==> src/rtl/mcht_tx_sched.sv <==
// Round-robin scheduler sharing one Manchester TRX between pNUM_REQ requesters.
// Launches the granted message, optionally waits for a reply with timeout, then enforces an inter-frame gap.
`timescale 1ns/1ps
module mcht_tx_sched #(
  parameter int unsigned pNUM_REQ = 4,
  parameter int unsigned pMSG_LEN = 16,
  parameter int unsigned pIFG_CYC = 8,
  parameter int unsigned pTO_CYC  = 1024
) (
  input  logic                         CLK_25M,
  input  logic                         RST,
  input  logic [pNUM_REQ-1:0]          REQ_VLD,
  input  logic [pNUM_REQ*pMSG_LEN-1:0] REQ_MSG,
  input  logic [pNUM_REQ-1:0]          REQ_RSP,
  output logic [pNUM_REQ-1:0]          REQ_ACK,
  output logic [pNUM_REQ-1:0]          REQ_DNE,
  output logic [pNUM_REQ-1:0]          REQ_TOUT,
  output logic [pMSG_LEN-1:0]          RSP_MSG,
  output logic                         ENC_VLD,
  output logic [pMSG_LEN-1:0]          ENC_MSG,
  input  logic                         ENC_DNE,
  input  logic                         DEC_VLD,
  input  logic [pMSG_LEN-1:0]          DEC_MSG,
  output logic                         BUSY
);

  localparam int unsigned PTR_W   = (pNUM_REQ > 1) ? $clog2(pNUM_REQ) : 1;
  localparam int unsigned CNT_MAX = (pTO_CYC > pIFG_CYC) ? pTO_CYC : pIFG_CYC;
  localparam int unsigned CNT_W   = (CNT_MAX > 1) ? $clog2(CNT_MAX) : 1;
  localparam logic [pNUM_REQ-1:0] ONE_HOT0 = pNUM_REQ'(1);

  typedef enum logic [2:0] {
    S_IDLE, S_LAUNCH, S_TX, S_RSP_WAIT, S_GAP
  } state_t;

  state_t              state, state_nxt;
  logic [PTR_W-1:0]    ptr, ptr_nxt;
  logic [PTR_W-1:0]    gnt, gnt_nxt;
  logic                rsp_flag, rsp_flag_nxt;
  logic [CNT_W-1:0]    cnt, cnt_nxt;
  logic [pMSG_LEN-1:0] enc_msg_q, enc_msg_nxt;
  logic [pMSG_LEN-1:0] rsp_msg_q, rsp_msg_nxt;
  logic [pNUM_REQ-1:0] dne_q, tout_q;
  logic                dne_set, tout_set;

  logic [pMSG_LEN-1:0] req_msg_a [pNUM_REQ];
  logic                win_found;
  logic [PTR_W-1:0]    win_idx;
  logic [PTR_W-1:0]    cand;
  logic [pNUM_REQ-1:0] gnt_oh;

  always_comb begin
    for (int unsigned i = 0; i < pNUM_REQ; i++) begin
      req_msg_a[i] = REQ_MSG[i*pMSG_LEN +: pMSG_LEN];
    end
  end

  // First requester at or after ptr, wrapping around
  always_comb begin
    win_found = 1'b0;
    win_idx   = '0;
    cand      = '0;
    for (int unsigned i = 0; i < pNUM_REQ; i++) begin
      cand = PTR_W'((32'(ptr) + i) % pNUM_REQ);
      if (!win_found && REQ_VLD[cand]) begin
        win_found = 1'b1;
        win_idx   = cand;
      end
    end
  end

  assign gnt_oh = ONE_HOT0 << gnt;

  always_comb begin
    state_nxt    = state;
    ptr_nxt      = ptr;
    gnt_nxt      = gnt;
    rsp_flag_nxt = rsp_flag;
    cnt_nxt      = cnt;
    enc_msg_nxt  = enc_msg_q;
    rsp_msg_nxt  = rsp_msg_q;
    dne_set      = 1'b0;
    tout_set     = 1'b0;
    case (state)
      S_IDLE: begin
        if (win_found) begin
          enc_msg_nxt  = req_msg_a[win_idx];
          rsp_flag_nxt = REQ_RSP[win_idx];
          gnt_nxt      = win_idx;
          ptr_nxt      = PTR_W'((32'(win_idx) + 1) % pNUM_REQ);
          state_nxt    = S_LAUNCH;
        end
      end
      S_LAUNCH: state_nxt = S_TX;
      S_TX: begin
        if (ENC_DNE) begin
          cnt_nxt = '0;
          if (rsp_flag) begin
            state_nxt = S_RSP_WAIT;
          end else begin
            dne_set   = 1'b1;
            state_nxt = S_GAP;
          end
        end
      end
      // A reply on the final timeout cycle takes priority over the timeout
      S_RSP_WAIT: begin
        if (DEC_VLD) begin
          rsp_msg_nxt = DEC_MSG;
          dne_set     = 1'b1;
          cnt_nxt     = '0;
          state_nxt   = S_GAP;
        end else if (cnt == CNT_W'(pTO_CYC - 1)) begin
          tout_set  = 1'b1;
          cnt_nxt   = '0;
          state_nxt = S_GAP;
        end else begin
          cnt_nxt = cnt + CNT_W'(1);
        end
      end
      S_GAP: begin
        if (cnt == CNT_W'(pIFG_CYC - 1)) begin
          cnt_nxt   = '0;
          state_nxt = S_IDLE;
        end else begin
          cnt_nxt = cnt + CNT_W'(1);
        end
      end
      default: state_nxt = S_IDLE;
    endcase
  end

  always_ff @(posedge CLK_25M or posedge RST) begin
    if (RST) begin
      state     <= S_IDLE;
      ptr       <= '0;
      gnt       <= '0;
      rsp_flag  <= 1'b0;
      cnt       <= '0;
      enc_msg_q <= '0;
      rsp_msg_q <= '0;
      dne_q     <= '0;
      tout_q    <= '0;
    end else begin
      state     <= state_nxt;
      ptr       <= ptr_nxt;
      gnt       <= gnt_nxt;
      rsp_flag  <= rsp_flag_nxt;
      cnt       <= cnt_nxt;
      enc_msg_q <= enc_msg_nxt;
      rsp_msg_q <= rsp_msg_nxt;
      dne_q     <= dne_set  ? gnt_oh : '0;
      tout_q    <= tout_set ? gnt_oh : '0;
    end
  end

  // Outputs decoded from registered state only
  assign ENC_VLD  = (state == S_LAUNCH);
  assign REQ_ACK  = (state == S_LAUNCH) ? gnt_oh : '0;
  assign BUSY     = (state != S_IDLE);
  assign ENC_MSG  = enc_msg_q;
  assign RSP_MSG  = rsp_msg_q;
  assign REQ_DNE  = dne_q;
  assign REQ_TOUT = tout_q;

endmodule

==> config.mk <==
export PLATFORM = sky130hd
export DESIGN_NAME = mcht_tx_sched
export DESIGN_NICKNAME = d
export VERILOG_FILES = /design/src/rtl/mcht_tx_sched.sv
export SDC_FILE = /design/constraint.sdc
export NUM_CORES = 1
export LEC_CHECK = 0
export BUFFER_PORTS_ARGS = -buffer_cell sky130_fd_sc_hd__buf_2
export CORE_AREA = 2 2 86 88
export CTS_BUF_LIST = sky130_fd_sc_hd__clkbuf_8
export DETAILED_ROUTE_END_ITERATION = 16
export DIE_AREA = 0 0 88 90
export PLACE_DENSITY = 0.74
export SLEW_MARGIN = 10
export SYNTH_ARGS = -nofsm -noshare
export SYNTH_HDL_FRONTEND = slang
export SYNTH_SLANG_ARGS = --single-unit
==> constraint.sdc <==
create_clock -name CLK_25M -period 2.5 [get_ports CLK_25M]
set_input_delay 0.125 -clock CLK_25M [delete_from_list [all_inputs] [get_ports CLK_25M]]
set_output_delay 0.125 -clock CLK_25M [all_outputs]
set_load 0.02 [all_outputs]
==> impl_metrics.csv <==
group,metric,value,unit
synthesis,synth_top_area_share,47.66,%
synthesis,ys_types,47,
global_routing,grt_max_degree,25,
placement,dpl_cell_area,3816,sq um
synthesis,netlist_top_cells_area,"dfrtp_1 48%, mux2_2 9.6%, mux2i_1 3.9%",
layout,syn_to_final_growth,32.83,%
pwr,pwr_density_cell,1156,nW/um^2
cts,cts.path.max_buffers,2,
pwr,p_seq_share,33.2,%
synthesis,syn_inst,292,
cts,cts_tree,"built",
cts,cts_setup_buffers,0,
floorplanning,die_h,90,um
pwr,combPwrFrac,46.8,%
pwr,ir_drop,0.5127,mV
floorplanning,io_pins,138,
synthesis,async_flop_share,100.0,%
cts,cts_inserted_buffers,9,
floorplanning,placementRows,31,
critical_path,crit_path_start_kind,"register",
timing,finalCritPeriodShare,86.08,%
critical_path,cp_slowest_cell,"dfrtp_1",
pwr,leakagePower,2.007,nW
critical_path,regToRegSetupSlack,0.35,ns
critical_path,crit_fanout,17,
critical_path,cp_top_family,"compound AO/OA/AOI/OAI gates",
routing,drt.antenna.violating_nets,0,
outcome,outcome,"complete, no violations",
cts,htree_levels,3,
hold_path,min_to,"RSP_MSG[3]$_DFFE_PP0N_",
critical_path,crit_path_end_kind,"register",
layout,nNetsFinal,526,
critical_path,critPathArrivalTime,2.37,ns
cts,hold_buffers,1,
critical_path,crit_required,2.72,ns
global_routing,antenna_found_initial,0,
critical_path,crit_path_cell_trace,"nand2b_1 > a21o_1 > nand2_2 > mux2_2 > a221o_1",
placement,gp_congestion,0.8602,
floorplanning,design.core.area,7020,sq um
timing,slew_headroom,45.57,%
synthesis,syn_area,3045,sq um
hold_path,min_path_cells,2,
synthesis,synthTopCellsByCount,"58 x dfrtp_1, 26 x mux2_2, 23 x nor2_1, 19 x nand2_1, 17 x nand3_1",
timing,worst_slew_pin_slew,0.8164,ns
cts,cts_sinks,58,
cts,cts.repair.resized,0,
hold_path,holdCritStartpoint,"DEC_MSG[3]",
timing,clock.fmax,464.7,MHz
routing,drtIter0Drc,93,
routing,firstDrtPassIters,4,
timing,rsz0062_at_grt,"false",
hold_path,holdCritPathClass,"in -> reg",
pwr,power.share.clock,20.0,%
synthesis,yosysMostFrequentCell,"dfrtp_1",
pwr,power_switching,1.884,mW
timing,final.min_clock_period,2.152,ns
floorplanning,fp.dieW,88,um
critical_path,path_buf_inv,0,
cts,clockRootBuffer,"clkbuf_8",
pwr,p_int,2.790,mW
placement,numPortBuffers,137,
routing,drc_errors,0,
cts,clk_pin_slew,0.07,ns
placement,dp_hpwl,5.679,mm
routing,vias,2781,
layout,n_antenna_cell,0,
floorplanning,die_area,7920,sq um
timing,finalSetupViolations,0,
synthesis,ys.flop_type,"dfrtp_1",
global_routing,gr-total-overflow,0,
synthesis,synth_fp_nets,385,
critical_path,worstReg2RegEnd,"ENC_MSG[0]$_DFFE_PP0P_",
synthesis,yosys_warnings,0,
critical_path,critPathMaxStageDelay,0.42,ns
synthesis,synth-edff-count,0,
cts,insertion_delay,0.33,ns
floorplanning,start_util,43.38,%
timing,skew,0.006143,ns
critical_path,reg2reg_from,"ptr[1]$_DFFE_PP0P_",
run,cap_violations,0,
synthesis,avgSynthCellArea,10.43,sq um
critical_path,path_class,"reg -> reg",
synthesis,ys_seq_elements,58,
routing,viasPerCell,5.179,
global_routing,grtUsageTotal,19.34,%
critical_path,r2r_cells,5,
timing,whs,0.02645,ns
timing,hold_viol_final,0,
routing,finalWirelength,7.420,mm
synthesis,yosysSeqAreaShare,47.66,%
pwr,netSwitchingFraction,40.31,%
pwr,p_total,4.675,mW
synthesis,synth_top_area_cell,"dfrtp_1",
layout,final_layout_size_suffix_gt1_share,45.43,%
timing,tns,0,ns
global_routing,grt_pass1_vias,2667,
timing,slew_violations,0,
routing,wl_per_cell,13.82,um
global_routing,grt_pass1_wl,12.10,mm
layout,fin_area,4045,sq um
cells by family after synthesis:
kind of cell / after synthesis / synth area share [%]
AO/OA/AOI/OAI: 79 / 18.86
XOR/XNOR: 1 / 0.2876
adder cells (fa/ha/maj): 1 / 0.4108
buffers and inverters: 19 / 3.410
flip-flops: 58 / 47.66
multiplexers: 40 / 14.30
AND/OR/NAND/NOR: 94 / 15.08
worst max path at each step:
stage | startpoint | end | cells after the start
after global placement | ptr[1]$_DFFE_PP0P_ | ENC_MSG[15]$_DFFE_PP0P_ | 5
after floorplan | ptr[1]$_DFFE_PP0P_ | ENC_MSG[0]$_DFFE_PP0P_ | 6
after detailed placement | ptr[1]$_DFFE_PP0P_ | ENC_MSG[0]$_DFFE_PP0P_ | 5
final | ptr[1]$_DFFE_PP0P_ | ENC_MSG[0]$_DFFE_PP0P_ | 5
after global routing | ptr[1]$_DFFE_PP0P_ | ENC_MSG[4]$_DFFE_PP0P_ | 5
after CTS | ptr[1]$_DFFE_PP0P_ | ENC_MSG[11]$_DFFE_PP0P_ | 5
layer usage:
metal | up-vias | part of all wire [%] | wire length (um) | GRT usage (%)
met5 | - | 0 | 0 | 0
met4 | 0 | 1.0 | 74 | 6.026
met3 | 9 | 7.2 | 536 | 5.510
met2 | 111 | 49 | 3644 | 31.82
met1 | 1287 | 43 | 3165 | 24.35
li1 | 1374 | - | - | -
metrics by stage:
| stage | util [%] | std cells | setup slack, ns |
|---|---|---|---|
| 2_1_floorplan | - | 292 | 0.6322 |
| 3_3_place_gp | 54.36 | 520 | 0.3963 |
| 3_5_place_dp | 54.36 | 520 | 0.3230 |
| 4_1_cts | 57.62 | 537 | 0.3509 |
| 5_1_grt | 57.62 | 537 | 0.2086 |
| 6_report | 57.62 | 537 | 0.3480 |
state kept, by name, summed over array words and instances (netlist names):
name,flops
ENC_MSG,16
REQ_DNE,4
REQ_TOUT,4
RSP_MSG,16
cnt,10
gnt,2
ptr,2
rsp_flag,1
state,3
power groups by stage:
stage          Combinational (mW)  Clock (mW)  Sequential, mW
2_1_floorplan                1.33           0            1.83
3_3_place_gp                 2.16           0            1.55
3_5_place_dp                 2.21           0            1.56
4_1_cts                      2.21       0.961            1.55
5_1_grt                      2.40        1.01            1.59
6_report                     2.19       0.934            1.55
cells in the final DEF, fill, tap and decap left out, drive strengths merged, types with 2 or more instances in the layout:
master	instances
a211oi	6
a21o	4
a21oi	19
a221o	10
a22o	3
a31oi	5
and2	2
and3	3
buf	142
bufinv	2
clkbuf	10
clkinv	2
dfrtp	58
inv	7
mux2	28
mux2i	12
nand2	20
nand2b	8
nand3	17
nand4	2
nor2	23
nor2b	3
nor3	11
o21ai	21
o221ai	4
cell type report:
cell class | count | area, sq um
timing repair buffer | 143 | 733.2
clock buffer | 10 | 137.6
inverter | 6 | 22.52
tap | 99 | 123.9
sequential | 58 | 1451
multi-input combinational | 215 | 1495
fill | 622 | 2975
clock inverter | 6 | 81.33
No activity file was read; power rests on OpenSTA's default activity.
